`src/rtl/regfile_pkg.sv`:
```
// Shared types and defaults for the regfile_sb register file and its scoreboard.
package regfile_pkg;

   typedef enum logic [2:0] {
      WB_ALU  = 3'd0,
      WB_MEM  = 3'd1,
      WB_LINK = 3'd2,
      WB_CMP  = 3'd3,
      WB_IMM  = 3'd4
   } wb_sel_t;

   // Selects 5..7 never commit; WB_NONE is the canonical idle encoding.
   localparam logic [2:0] WB_NONE = 3'd5;

   localparam int unsigned XLEN_DEF  = 32;
   localparam int unsigned NREGS_DEF = 32;

endpackage

```
`src/rtl/regfile_scoreboard.sv`:
```
// Pending-write scoreboard: one busy bit per register, outstanding counter, full and
// reject-error flags for long-latency destinations.
module regfile_scoreboard
   import regfile_pkg::*;
#(
   parameter int unsigned NREGS    = NREGS_DEF,
   parameter int unsigned MAX_PEND = 4,
   localparam int unsigned AW      = $clog2(NREGS)
) (
   input  logic             clk_i,
   input  logic             rst_ni,
   input  logic             set_i,
   input  logic [AW-1:0]    set_addr_i,
   input  logic             clr_i,
   input  logic [AW-1:0]    clr_addr_i,
   output logic [NREGS-1:0] busy_o,
   output logic             full_o,
   output logic             err_o
);

   localparam int unsigned CW = $clog2(MAX_PEND + 1);

   logic [NREGS-1:0] busy_q, busy_d;
   logic [CW-1:0]    count_q, count_d;
   logic             err_q, err_d;
   logic             clr_eff, same_addr, set_req, set_ok;

   assign full_o  = (count_q == CW'(MAX_PEND));
   assign busy_o  = busy_q;
   assign err_o   = err_q;

   assign clr_eff   = clr_i & busy_q[clr_addr_i];
   assign same_addr = clr_eff & (clr_addr_i == set_addr_i);
   assign set_req   = set_i & (set_addr_i != '0);
   // A same-address clear frees the slot it re-reserves, so it is legal even when full.
   assign set_ok    = set_req & (same_addr | (!busy_q[set_addr_i] & !full_o));

   always_comb begin
      busy_d = busy_q;
      if (clr_eff) begin
         busy_d[clr_addr_i] = 1'b0;
      end
      if (set_ok) begin
         busy_d[set_addr_i] = 1'b1;
      end
      count_d = count_q + CW'(set_ok) - CW'(clr_eff);
      err_d   = set_req & !set_ok;
   end

   always_ff @(posedge clk_i or negedge rst_ni) begin
      if (!rst_ni) begin
         busy_q  <= '0;
         count_q <= '0;
         err_q   <= 1'b0;
      end else begin
         busy_q  <= busy_d;
         count_q <= count_d;
         err_q   <= err_d;
      end
   end

endmodule

```
`src/rtl/regfile_sb.sv`:
```
// Register file with write-back mux, NUM_RD async read ports and pending-write scoreboard.
// Optional macro REGFILE_BYPASS_EN: forward the committing write value to matching read ports.
module regfile_sb
   import regfile_pkg::*;
#(
   parameter int unsigned XLEN     = XLEN_DEF,
   parameter int unsigned NREGS    = NREGS_DEF,
   parameter int unsigned NUM_RD   = 2,
   parameter int unsigned MAX_PEND = 4,
   localparam int unsigned AW      = $clog2(NREGS)
) (
   input  logic                   clk_i,
   input  logic                   rst_ni,
   input  logic [NUM_RD*AW-1:0]   rd_addr_i,
   output logic [NUM_RD*XLEN-1:0] rd_data_o,
   output logic [NUM_RD-1:0]      rd_busy_o,
   input  logic                   wr_en_i,
   input  logic [AW-1:0]          wr_addr_i,
   input  logic [2:0]             wr_sel_i,
   input  logic [XLEN-1:0]        alu_res_i,
   input  logic [XLEN-1:0]        mem_data_i,
   input  logic [XLEN-1:0]        imm_i,
   input  logic [XLEN-1:0]        pc_i,
   input  logic [1:0]             cmp_i,
   input  logic                   sb_set_i,
   input  logic [AW-1:0]          sb_addr_i,
   output logic                   sb_full_o,
   output logic                   sb_err_o,
   output logic [XLEN-1:0]        wb_bus_o
);

   logic [XLEN-1:0]  regs_q [NREGS];
   logic [XLEN-1:0]  wb_bus_q;
   logic [XLEN-1:0]  wv;
   logic [NREGS-1:0] busy;
   logic             wb_commit, reg_commit, mem_commit;
   logic             unused_cmp;

   assign unused_cmp = cmp_i[1];

   always_comb begin
      wv = '0;
      case (wr_sel_i)
         WB_ALU:  wv = alu_res_i;
         WB_MEM:  wv = mem_data_i;
         WB_LINK: wv = pc_i + XLEN'(4);
         WB_CMP:  wv = {{(XLEN-1){1'b0}}, cmp_i[0]};
         WB_IMM:  wv = imm_i;
         default: wv = '0;
      endcase
   end

   // wb_bus tracks x0 commits too; only the storage write is suppressed for x0.
   assign wb_commit  = wr_en_i & (wr_sel_i <= 3'd4);
   assign reg_commit = wb_commit & (wr_addr_i != '0);
   assign mem_commit = reg_commit & (wr_sel_i == WB_MEM);

   always_ff @(posedge clk_i or negedge rst_ni) begin
      if (!rst_ni) begin
         for (int r = 0; r < NREGS; r++) begin
            regs_q[r] <= '0;
         end
         wb_bus_q <= '0;
      end else begin
         if (reg_commit) begin
            regs_q[wr_addr_i] <= wv;
         end
         if (wb_commit) begin
            wb_bus_q <= wv;
         end
      end
   end

   assign wb_bus_o = wb_bus_q;

   regfile_scoreboard #(
      .NREGS    (NREGS),
      .MAX_PEND (MAX_PEND)
   ) u_sb (
      .clk_i      (clk_i),
      .rst_ni     (rst_ni),
      .set_i      (sb_set_i),
      .set_addr_i (sb_addr_i),
      .clr_i      (mem_commit),
      .clr_addr_i (wr_addr_i),
      .busy_o     (busy),
      .full_o     (sb_full_o),
      .err_o      (sb_err_o)
   );

   for (genvar i = 0; i < NUM_RD; i++) begin : g_rd
      logic [AW-1:0] ra;
      logic          hit;
      assign ra = rd_addr_i[i*AW +: AW];
`ifdef REGFILE_BYPASS_EN
      assign hit = reg_commit & (wr_addr_i == ra);
`else
      assign hit = 1'b0;
`endif
      assign rd_data_o[i*XLEN +: XLEN] = (ra == '0) ? '0 : (hit ? wv : regs_q[ra]);
      assign rd_busy_o[i] = busy[ra] & (ra != '0) & !(hit & mem_commit);
   end

endmodule

```
`config.mk`:
```
export PLATFORM = sky130hd
export DESIGN_NAME = regfile_sb
export DESIGN_NICKNAME = d
export VERILOG_FILES = /design/src/rtl/regfile_pkg.sv /design/src/rtl/regfile_scoreboard.sv /design/src/rtl/regfile_sb.sv
export SDC_FILE = /design/constraint.sdc
export NUM_CORES = 2
export LEC_CHECK = 0
export CAP_MARGIN = 25
export CORE_MARGIN = 2
export CORE_UTILIZATION = 53
export DETAILED_ROUTE_END_ITERATION = 10
export PLACE_DENSITY = 0.69
export SLEW_MARGIN = 0
export SYNTH_ARGS = -nofsm -noshare
export SYNTH_HDL_FRONTEND = slang
export SYNTH_HIERARCHICAL = 1
export SYNTH_SLANG_ARGS = --single-unit
export TNS_END_PERCENT = 30
```
`constraint.sdc`:
```
create_clock -name clk_i -period 5.3 [get_ports clk_i]
set_clock_uncertainty 0.2 [all_clocks]
set_input_delay 0.795 -clock clk_i [delete_from_list [all_inputs] [get_ports clk_i]]
set_output_delay 0.795 -clock clk_i [all_outputs]
set_load 0.03 [all_outputs]
```
==> metrics.md <==
| Metric | Value |
|---|---|
| Worst-skew pair later-pin latency | `0.70 ns` |
| Fin crit share | `0.886` |
| Area contributors post-synth | `dfrtp_1, mux4_2, nor2_1` |
| HP Class | `flop to flop` |
| DP HPWL | `113000 um` |
| EDFF count, synth | `0` |
| Placed Cells | `6549` |
| Die Y | `337 um` |
| Pwr dens | `376 nW/um^2` |
| Slowest-stage cell, CP | `clkdlybuf4s50_1` |
| Most frequent cells in the layout | `dfrtp_1, nor2_1, mux4_2, nand2_1, o21ai_0` |
| Syn Std Cell Area | `58700 sq um` |
| TNS Setup | `0 ns` |
| RSZ-0062 raised after global routing | `no` |
| Synth Net Count | `5311` |
| Layout cells sized above 1 | `0.249` |
| Largest net degree at the start of global routing | `157` |
| Initial antenna violation count | `5` |
| Ys Warns | `6` |
| Ys async rst share | `1.00` |
| Clock sinks | `1092` |
| Final instance area | `67100 sq um` |
| Pwr Total | `25.2 mW` |
| First-pass GRT wire length | `274000 um` |
| Final worst-path setup slack | `0.602 ns` |
| Final setup fails | `0` |
| Critical Path RT | `4.30 ns` |
| Syn Inst Count | `5150` |
| CTS root buf | `clkbuf_16` |
| RePlAce Congestion | `0.873` |
| CP Class | `input pin to primary output` |
| Setup crit end kind | `primary output` |
| Synthesized area per cell | `11.4 sq um` |
| CP Cell Sequence | `clkbuf_8, buf_4, mux4_2, mux2_2, a21oi_1, o21ai_0, clkdlybuf4s50_1` |
| Initial Util | `0.532` |
| Arrival @ worst endpoint | `3.70 ns` |
| Top_reg_cell synth | `dfrtp_1` |
| Placed instance area | `63300 sq um` |
| Worst Path Buf+Inv | `3` |
| Vias in the first global route | `44206` |
| CP delay by family, top | `buffers and inverters` |
| Area Overhead vs Synth | `14.2%` |
| Share of the synthesized area in the top cell type | `0.465` |
| CTS tree | `yes` |
| Max-cap check violation count | `0` |
| Commonest non-fill, non-tap cell in the layout | `dfrtp_1` |
| Routed WL per cell | `26.5 um` |
| Relative slew slack | `0.267` |
| WL final | `179000 um` |
| Remaining routing DRC violations | `0` |
| Seq cells post-synth | `1092` |
| Row count | `122` |
| TritonRoute pass-1 iters | `5` |
| Initial drt markers | `5349` |
| Period minus WS final | `4.70 ns` |
| ANT cells | `0` |
| Pins over their slew limit | `0` |
| Final hold violation count | `0` |
| # IOs | `257` |
| Layout fillers | `8707` |
| Setup Buffers After CTS | `0` |
| Final Non-Filler Cells | `6757` |
| Port Buffers | `255` |
| CTS H-tree depth | `3` |
| GRT overflow | `0` |
| Total GRT Usage | `0.322` |
| CTS clk-pin slew, worst paths | `0.06 ns` |
| Detail Route Antenna Nets | `0` |
| Core area | `110000 sq um` |
| Num CTS Buffers | `113` |
| Die footprint | `114000 sq um` |
| Run status | `completed` |
| Critical Path Fanout Max | `36` |
| Distinct cells, synth | `70` |
| Sequential-to-total area share from yosys stat | `0.465` |
| Vias | `44144` |
| Chip width | `337 um` |
| Max stage delay on crit path | `0.82 ns` |
| Leading area contributor after synthesis | `dfrtp_1` |
| CTS max path bufs | `3` |
| Static Leakage | `27.4 nW` |
| Maximum clock rate | `213 MHz` |
| VDD IR max | `0.000287 V` |
| Setup WS pre-CTS | `0.427 ns` |
| Vias per cell | `6.53` |
| Actual slew at the worst max-slew pin | `1.10 ns` |
| Final-stage net count | `5341` |
| CP startpoint kind | `input pin` |
[cells by family after synthesis]
| family | count (synthesis) | share of synthesized area |
|---|---|---|
| buffers and inverters | 584 | 0.0419 |
| muxes | 763 | 0.263 |
| xor gates and xnor gates | 19 | 0.00283 |
| and+or+nand+nor | 1383 | 0.0957 |
| DFF | 1092 | 0.465 |
| adders and majority gates | 4 | 0.000980 |
| AOI/OAI and AO/OA | 1305 | 0.130 |
[power by group]
part | total [mW] | switching (mW) | internal (mW)
sequential | 11.0 | 1.20 | 9.85
clock | 8.09 | 3.44 | 4.65
combinational | 6.05 | 2.99 | 3.06
total | 25.2 | 7.63 | 17.6
[worst paths after layout]
kind / startpoint / to / slack (ns) / depth (start not counted)
worst max-delay path: rd_addr_i[7] / rd_data_o[57] / 0.60 / 7
worst min-delay path: regs_q[1019] / regs_q[1019] / 0.19 / 0
worst max register to register: u_sb/busy_o[9] / u_sb/count_q[2] / 1.87 / 13
worst min register to register: regs_q[1019] / regs_q[1019] / 0.19 / 0
max in group asynchronous: rst_ni / regs_q[730] / 3.14 / 3
min in group asynchronous: rst_ni / u_sb/count_q[2] / 0.43 / 2
[area by class of cell]
| cell class | instances | area (sq um) | area share |
|---|---|---|---|
| tap | 1488 | 1860 | 0.0278 |
| clock inverter | 39 | 433 | 0.00645 |
| sequential | 1092 | 27300 | 0.407 |
| timing repair buffer | 465 | 4720 | 0.0703 |
| multi-input combinational | 3474 | 29300 | 0.437 |
| clock buffer | 165 | 3310 | 0.0493 |
| inverter | 34 | 128 | 0.00190 |
[synth_stat cells, types with 4 or more instances]
master	n
nor2b_1	6
or3b_2	4
buf_6	22
xnor2_1	13
buf_4	9
inv_1	33
a221oi_4	6
and4_1	5
and3_1	8
nor4_1	4
nand3_1	21
nor3b_1	6
clkbuf_1	407
a31oi_1	98
a21oi_2	150
or2_2	5
nand4_1	8
a2bb2oi_1	18
nand3b_1	11
o22ai_1	7
nor2_2	7
nor2_1	717
nor3_2	6
buf_2	55
xor2_1	6
o311a_1	7
a21oi_1	434
nand2_1	533
buf_1	57
or3_1	5
mux2i_1	97
a22oi_1	4
o21ai_0	473
nor3_1	12
o21ai_1	44
o31ai_1	39
dfrtp_1	1092
mux4_2	620
mux2_2	45
nand2b_1	7
[layer usage]
| layer | wire [um] | vias up | GRT usage |
|---|---|---|---|
| met3 | 17800 | 346 | 0.0595 |
| met4 | 6080 | 2 | 0.114 |
| met1 | 71500 | 22618 | 0.461 |
| met5 | 13 | - | 0 |
| li1 | - | 18870 | - |
| met2 | 83900 | 2308 | 0.499 |
[through the flow]
| step | hold WS [ns] | util |
|---|---|---|
| 3_3_place_gp | 0.177 | 0.573 |
| 2_1_floorplan | 0.241 | - |
| 5_1_grt | 0.209 | 0.608 |
| 6_report | 0.193 | 0.608 |
| 3_5_place_dp | 0.184 | 0.573 |
| 4_1_cts | 0.197 | 0.607 |
[state kept, by name, indices dropped and copies added, names as in the netlist]
signal        cells
u_sb/busy_o      32
u_sb/count_q      3
u_sb/err_o        1
wb_bus_o         32
regs_q         1024
[repair_timing]
action                                  in CTS  in global routing
hold buffers                                 1                  0
endpoints found under the setup margin       0                  0
endpoints found under the hold margin       49                  0
gates resized for setup                      0                  0
No activity file was read; power rests on OpenSTA's default activity.
